==> src/rtl/tdm_demux_8.sv <==
`default_nettype none
// ============================================================================
// Module      : tdm_demux_8
// Description : Receive-side 8-channel TDM demultiplexer. It tracks the slot
//               index from a frame sync and reassembles channel bits D0..D7
//               into a registered word with a one-cycle frame strobe.
//               Optional macro TDM_DEMUX8_PARITY_EN adds a 9th slot that
//               carries even parity over the 8 data slots.
// Revision    : 1.0 - initial release
// ============================================================================
module tdm_demux_8 (
  input  logic       clk,
  input  logic       rst_n,
  input  logic       din,
  input  logic       din_valid,
  input  logic       sync,
  output logic [7:0] Y,
  output logic       frame_valid,
  output logic [3:0] S,
  output logic       sync_err,
  output logic       parity_err
);

  // The final slot of a frame: the parity slot when parity is enabled,
  // otherwise data slot 7.
`ifdef TDM_DEMUX8_PARITY_EN
  localparam logic [3:0] C_LAST_SLOT = 4'd8;
`else
  localparam logic [3:0] C_LAST_SLOT = 4'd7;
`endif

  typedef enum logic [0:0] {
    ST_IDLE    = 1'b0,
    ST_COLLECT = 1'b1
  } state_e;

  state_e     state_q, state_d;
  logic [3:0] s_q, s_d;
  logic [7:0] sh_q, sh_d;
  logic [7:0] y_q, y_d;
  logic       fv_q, fv_d;
  logic       serr_q, serr_d;
  logic       perr_q, perr_d;

  // State and output registers; reset clears everything immediately.
  always_ff @(posedge clk or negedge rst_n) begin
    if (!rst_n) begin
      state_q <= ST_IDLE;
      s_q     <= 4'd0;
      sh_q    <= 8'h00;
      y_q     <= 8'h00;
      fv_q    <= 1'b0;
      serr_q  <= 1'b0;
      perr_q  <= 1'b0;
    end else begin
      state_q <= state_d;
      s_q     <= s_d;
      sh_q    <= sh_d;
      y_q     <= y_d;
      fv_q    <= fv_d;
      serr_q  <= serr_d;
      perr_q  <= perr_d;
    end
  end

  // Next-state logic: slot tracking, bit capture, frame completion and errors.
  always_comb begin
    state_d = state_q;
    s_d     = s_q;
    sh_d    = sh_q;
    y_d     = y_q;
    fv_d    = 1'b0;
    serr_d  = 1'b0;
    perr_d  = 1'b0;

    case (state_q)
      ST_IDLE: begin
        // Only a synced valid bit can start the first frame.
        if (din_valid && sync) begin
          sh_d    = {7'b0, din};
          s_d     = 4'd1;
          state_d = ST_COLLECT;
        end
      end

      ST_COLLECT: begin
        if (din_valid) begin
          if (sync && (s_q != 4'd0)) begin
            // Resync mid-frame: drop the partial frame, restart at slot 0.
            serr_d = 1'b1;
            sh_d   = {7'b0, din};
            s_d    = 4'd1;
          end else if (s_q == C_LAST_SLOT) begin
`ifdef TDM_DEMUX8_PARITY_EN
            // din is the parity bit; all 9 bits must XOR to zero.
            if ((^{din, sh_q}) == 1'b0) begin
              y_d  = sh_q;
              fv_d = 1'b1;
            end else begin
              perr_d = 1'b1;
            end
`else
            // din is data slot 7; publish the frame directly.
            y_d  = {din, sh_q[6:0]};
            fv_d = 1'b1;
`endif
            // Frames may follow back-to-back without another sync.
            s_d = 4'd0;
          end else begin
            sh_d[s_q[2:0]] = din;
            s_d            = s_q + 4'd1;
          end
        end
      end

      default: begin
        state_d = ST_IDLE;
      end
    endcase
  end

  assign Y           = y_q;
  assign frame_valid = fv_q;
  assign S           = s_q;
  assign sync_err    = serr_q;
  assign parity_err  = perr_q;

endmodule
`default_nettype wire

==> config.mk <==
export PLATFORM = sky130hd
export DESIGN_NAME = tdm_demux_8
export DESIGN_NICKNAME = d
export VERILOG_FILES = /design/src/rtl/tdm_demux_8.sv
export SDC_FILE = /design/constraint.sdc
export NUM_CORES = 1
export LEC_CHECK = 0
export BUFFER_PORTS_ARGS = -buffer_cell sky130_fd_sc_hd__buf_4
export CORE_ASPECT_RATIO = 0.7
export CORE_MARGIN = 8
export CORE_UTILIZATION = 35
export CTS_BUF_LIST = sky130_fd_sc_hd__clkbuf_8
export CTS_CLUSTER_DIAMETER = 60
export CTS_CLUSTER_SIZE = 12
export DETAILED_ROUTE_END_ITERATION = 16
export GPL_ROUTABILITY_DRIVEN = 0
export PLACE_DENSITY = 0.65
export SETUP_SLACK_MARGIN = 0.3
export SYNTH_ARGS = -nofsm -noshare
export SYNTH_HDL_FRONTEND = slang
export SYNTH_SLANG_ARGS = --single-unit
==> constraint.sdc <==
create_clock -name clk -period 2.1 [get_ports clk]
set_input_delay 0 -clock clk [delete_from_list [all_inputs] [get_ports clk]]
set_output_delay 0 -clock clk [all_outputs]
set_load 0.01 [all_outputs]
# == After elaboration in Yosys (flattened, before gate mapping) ==
# Index checks and enable logic that the tools add are counted.
# op_classes
addsub,1
magnitude_cmp,2
n_eq_ne,4
muxes,22
bitwise_logic,2
n_reduce_logical,7
# op_table
cell,n
2-to-1 mux 8 bit,4
2-to-1 mux 4 bit,4
one-hot mux 8 bit (2 select lines),1
2-to-1 mux 1 bit,10
bitwise mux 8 bit,1
one-hot mux 4 bit (2 select lines),1
"adder 4 x 1 -> 4 bit, second input constant",1
"equality test 4 x 3 -> 1 bit, second input constant",1
"less-than comparator 3 x 4 -> 1 bit, second input constant",1
"!= test 2 bit, second input constant",2
AND reduction 4 bit,1
nonzero test 4 bit,1
demux 1 bit (select 3 bit),1
">= comparator 3 x 1 -> 1 bit, second input constant",1
logical AND 1 bit,3
"!= test 3 bit, second input constant",1
AND reduction 3 bit,1
inverter 1 bit,2
AND reduction 2 bit,1
# totals
regBits,23
input_bits,5
output_inout_bits,15
wordCells,44

# == Depth between registers and ports, before layout ==
# logic_depth
depth_word,9
ltp_mapped,7
mapped_depth_nobuf,5

# == Worst setup path before layout ==
# No wires, ideal clock.
# synth_path
kind,register to register
start,reg s_q[0] (netlist: S[0])
end,reg sh_q[2]
setup_ns,0.136
arrival_ns,1.650
path_slack_ns,0.313
stages_incl_launch_ff,8
cell_sequence,dfrtp_1 -> clkbuf_1 -> inv_1 -> ha_1 -> and4bb_2 -> buf_2 -> o221ai_1 -> o211ai_1
# synth_via
elab_chain_cells,9
elab_cells_between_ends,15
# synth_rtl
item,line,source
"start, declared",38,"logic [3:0] s_q, s_d;"
"start signal, assigned",49,s_q <= 4'd0;
"start signal, assigned",57,s_q <= s_d;
less-than comparator 3 x 4 -> 1 bit (implied by the code) / >= comparator 3 x 1 -> 1 bit (equally long branches),110,sh_d[s_q[2:0]] = din;
logical AND 1 bit (implied by the code),110,
2-to-1 mux 1 bit (implied by the code),110,
demux 1 bit (select 3 bit),110,
bitwise mux 8 bit,110,
2-to-1 mux 8 bit,93,end else if (s_q == C_LAST_SLOT) begin
2-to-1 mux 8 bit,88,if (sync && (s_q != 4'd0)) begin
2-to-1 mux 8 bit,87,if (din_valid) begin
one-hot mux 8 bit (2 select lines),76,case (state_q)
"end signal, assigned",50,sh_q <= 8'h00;
"end signal, assigned",58,sh_q <= sh_d;
"end, declared",39,"logic [7:0] sh_q, sh_d;"
# Several ways; a longest one is shown, not always the timed one. The select of a mux whose other input is x is not followed.
# A chain may end at the register's enable or synchronous reset.

# == Final worst setup path ==
# layout_path
start,reg s_q[1] (netlist: S[1])
end,reg y_q[1] (netlist: Y[1])
# layout_via
elab_chain_cells,4
elab_cells_between_ends,5
# layout_rtl
item,line,source
nonzero test 4 bit,88,
logical AND 1 bit,88,
inverter 1 bit (no source line),-,
AND reduction 4 bit (no source line) (*),-,
"end signal, assigned",59,y_q <= y_d;
"end, declared",40,"logic [7:0] y_q, y_d;"
# Mark *: on every way between the ends. The rest lies on a longest branch, timed or not.

==> run summary <==
Status - finished clean
Clock network fraction of total power - 17.9%
Number of flops mapped to enable cells by yosys - 0
Final setup violation count - 0
Vias/cell - 5.845
Mean Syn Cell Area - 11.16 sq um
Flop pwr share - 42.7%
FFs w/ async S/R, synth - 100.0%
Crit start category - flip-flop
Switching share of power - 36.18%
Crit path cell chain - ha_1, and4bb_4, nand3_4, mux2_2
Lkg Pwr - 0.0006324 uW
Largest net degree at the start of global routing - 23
Reg2reg setup slack - 0.38 ns
Fill cell count - 287
Critical Path Fanout Max - 10
I/O pins - 20
Worst Clk Skew - 0.002975 ns
WP data required - 2.26 ns
Area after DPL - 0.001281 sq mm
Post-Synthesis Cells - 101
WL/cell - 16.80 um
Num CTS Buffers - 3
Vias post-DR - 941
Port buffer count - 18
Die area - 0.005322 sq mm
Syn-to-layout area delta - 24.08%
R2R cell count - 4
CTS tree - built
Multi-input gate area - 526.8 sq um
Cell Rows - 17
Global route overflow - 0
Synthesis Warnings - 0
Sequential fraction of the synthesis area - 48.83%
Register area - 551.8 sq um
Data arrival time of the critical path - 1.87 ns
# H-tree levels - 1
Terminus of the critical flop-to-flop path - Y[1]
Initial core utilization - 36.30%
Critical path class - flip-flop to flip-flop
CP endpoint kind - flip-flop
Clk slew on worst S/H paths - 0.08 ns
Synth Register Bits - 22
1st-pass router iterations - 4
Hold WC Path Type - primary input to flip-flop
Synth Cell Area - 0.001127 sq mm
Critical Path Slowest Stage Cell - dfrtp_1
Int Pwr - 1107 uW
Fin worst setup slack - 0.3824 ns
Chip height - 63.49 um
Hold endpoint - state_q
Placed cells - 151
RSZ-0062 raised after global routing - false
Final ANT Viol Nets - 0
GRT Total Usage - 10.34%
Syn Nets - 108
Global-route wire length before repair - 4.609 mm
Fraction of layout instances using a drive strength above 1 - 33.33%
Initial DRC count - 65
Initial antenna violation count - 0
Synth Flop Type - dfrtp_1
Final Hold Viols - 0
Reg2reg start - S[1]
Post-route minimum period - 1.718 ns
Vias in the first global route - 923
Cell variety after synth - 31
Clock Path Buffers - 2
Tcrit/Tclk final - 81.79%
Pre-CTS WS - 0.2350 ns
Sum Neg Setup Slack - 0 ns
Hold path depth - 2
Drt drc - 0
Design area - 0.001399 sq mm
Final nets - 131
Later-pin clock latency in the skew report - 0.27 ns
Die width - 83.84 um
Family with the most delay on the worst path - simple AND/OR/NAND/NOR gates
Final wirelength - 2.704 mm
Clock sink count - 22
MaxCap Viol Count - 0
Antenna diodes - 0
WHS - 0.01365 ns
Min-delay src - din_valid
Crit path buf inv count - 0
FMAX - 582.2 MHz
Power Density - 1240 mW/mm^2
Core area - 0.003105 sq mm
Max VDD drop - 0.0005236 V
Root Driver - clkbuf_8
Fin cells - 161
Max Slew Vio Count - 0
Comb power frac - 39.4%
CP peak stage delay - 0.47 ns
HPWL after DPL - 1.909 mm
Sw Pwr - 627.7 uW
==> kinds of logic (layout without fill, tap and decap cells) <==
kind of cell               Yosys count  count (layout)  synth area share (%)
AOI/OAI and AO/OA                   34              34                 21.31
adders and majority gates            2               2                 2.219
buffers and inverters               12              34                 5.216
DFF                                 22              22                 48.83
muxes                                8               8                 7.991
other                                1               1                0.3326
and+or+nand+nor                     22              22                 14.10
==> state kept, by name (all words and copies together), names as in the netlist <==
signal,count
sh_q,7
state_q,1
frame_valid,1
Y,8
sync_err,1
S,4
==> cell usage in the layout (no fill, tap or decap), types with 2 or more instances in the layout <==
| master | Yosys | final |
|---|---|---|
| nand2b_1 | 2 | 2 |
| and3_1 | 3 | 3 |
| nor2_1 | 3 | 3 |
| mux2_2 | 8 | 8 |
| o21ai_0 | 11 | 11 |
| clkbuf_8 | 0 | 4 |
| nand3b_1 | 3 | 3 |
| buf_4 | 1 | 23 |
| dfrtp_1 | 22 | 21 |
| nand2_1 | 2 | 2 |
| dlygate4sd3_1 | 0 | 3 |
| inv_1 | 4 | 4 |
| o221ai_1 | 7 | 7 |
| o2111ai_1 | 3 | 3 |
| ha_1 | 2 | 2 |
| o211ai_1 | 8 | 8 |
==> how the worst max path moves through the flow <==
| stage | startpoint | to | slack [ns] | depth (start not counted) |
|---|---|---|---|---|
| floorplan | S[0] | sh_q[2] | 0.31 | 7 |
| global placement | S[0] | sh_q[0] | 0.35 | 5 |
| detailed placement | S[0] | Y[1] | 0.23 | 4 |
| CTS | S[1] | Y[1] | 0.32 | 4 |
| global route | S[1] | Y[0] | 0.30 | 4 |
| finish | S[1] | Y[1] | 0.38 | 4 |
==> layer usage <==
metal	track usage (%)	vias up	share of wire, %
met5	0	-	0
met4	2.146	0	0.70
met3	5.135	4	5.8
met2	16.43	19	47
met1	12.24	491	47
li1	-	427	-
==> stage by stage <==
step	util (%)	power, uW
6_report	45.04	1735
5_1_grt	45.04	1860
4_1_cts	44.20	1723
3_5_place_dp	41.26	1399
3_3_place_gp	41.26	1364
2_1_floorplan	-	1115
==> cell usage after synthesis, drive strengths merged (2+ instances only) <==
cell type   n  area share [%]
and3        3             1.7
and4bb      2             2.2
buf         4             2.6
clkbuf      4             1.3
dfrtp      22              49
ha          2             2.2
inv         4             1.3
mux2        8             8.0
nand2       2            0.67
nand2b      2             1.1
nand3       2             2.0
nand3b      3             2.0
nor2        3             1.0
o2111ai     3             2.3
o211ai      8             5.3
o21ai      11             4.9
o221ai      7             5.4
==> timing repair <==
| action | 4_1_cts | 5_1_grt |
|---|---|---|
| setup endpoints to repair | 15 | 11 |
| hold endpoints to repair | 24 | 0 |
| hold buffers | 3 | 0 |
| pin swaps | 0 | 0 |
| buffers inserted | 0 | 3 |
| resized for setup | 2 | 1 |
==> cell type report <==
class / instances / share of cell area, %
sequential: 22 / 39.45
clock buffer: 4 / 3.936
multi-input combinational: 67 / 37.66
tap: 38 / 3.399
inverter: 4 / 1.073
timing repair buffer: 26 / 14.49
==> power groups by stage <==
stage                     clock network, uW  logic [uW]  registers (uW)
after floorplan                           0         386             728
after global placement                    0         625             739
after detailed placement                  0         650             748
after CTS                               319         661             743
after global routing                    337         757             766
final                                   311         683             741
Power figures use the tool's default switching activity.
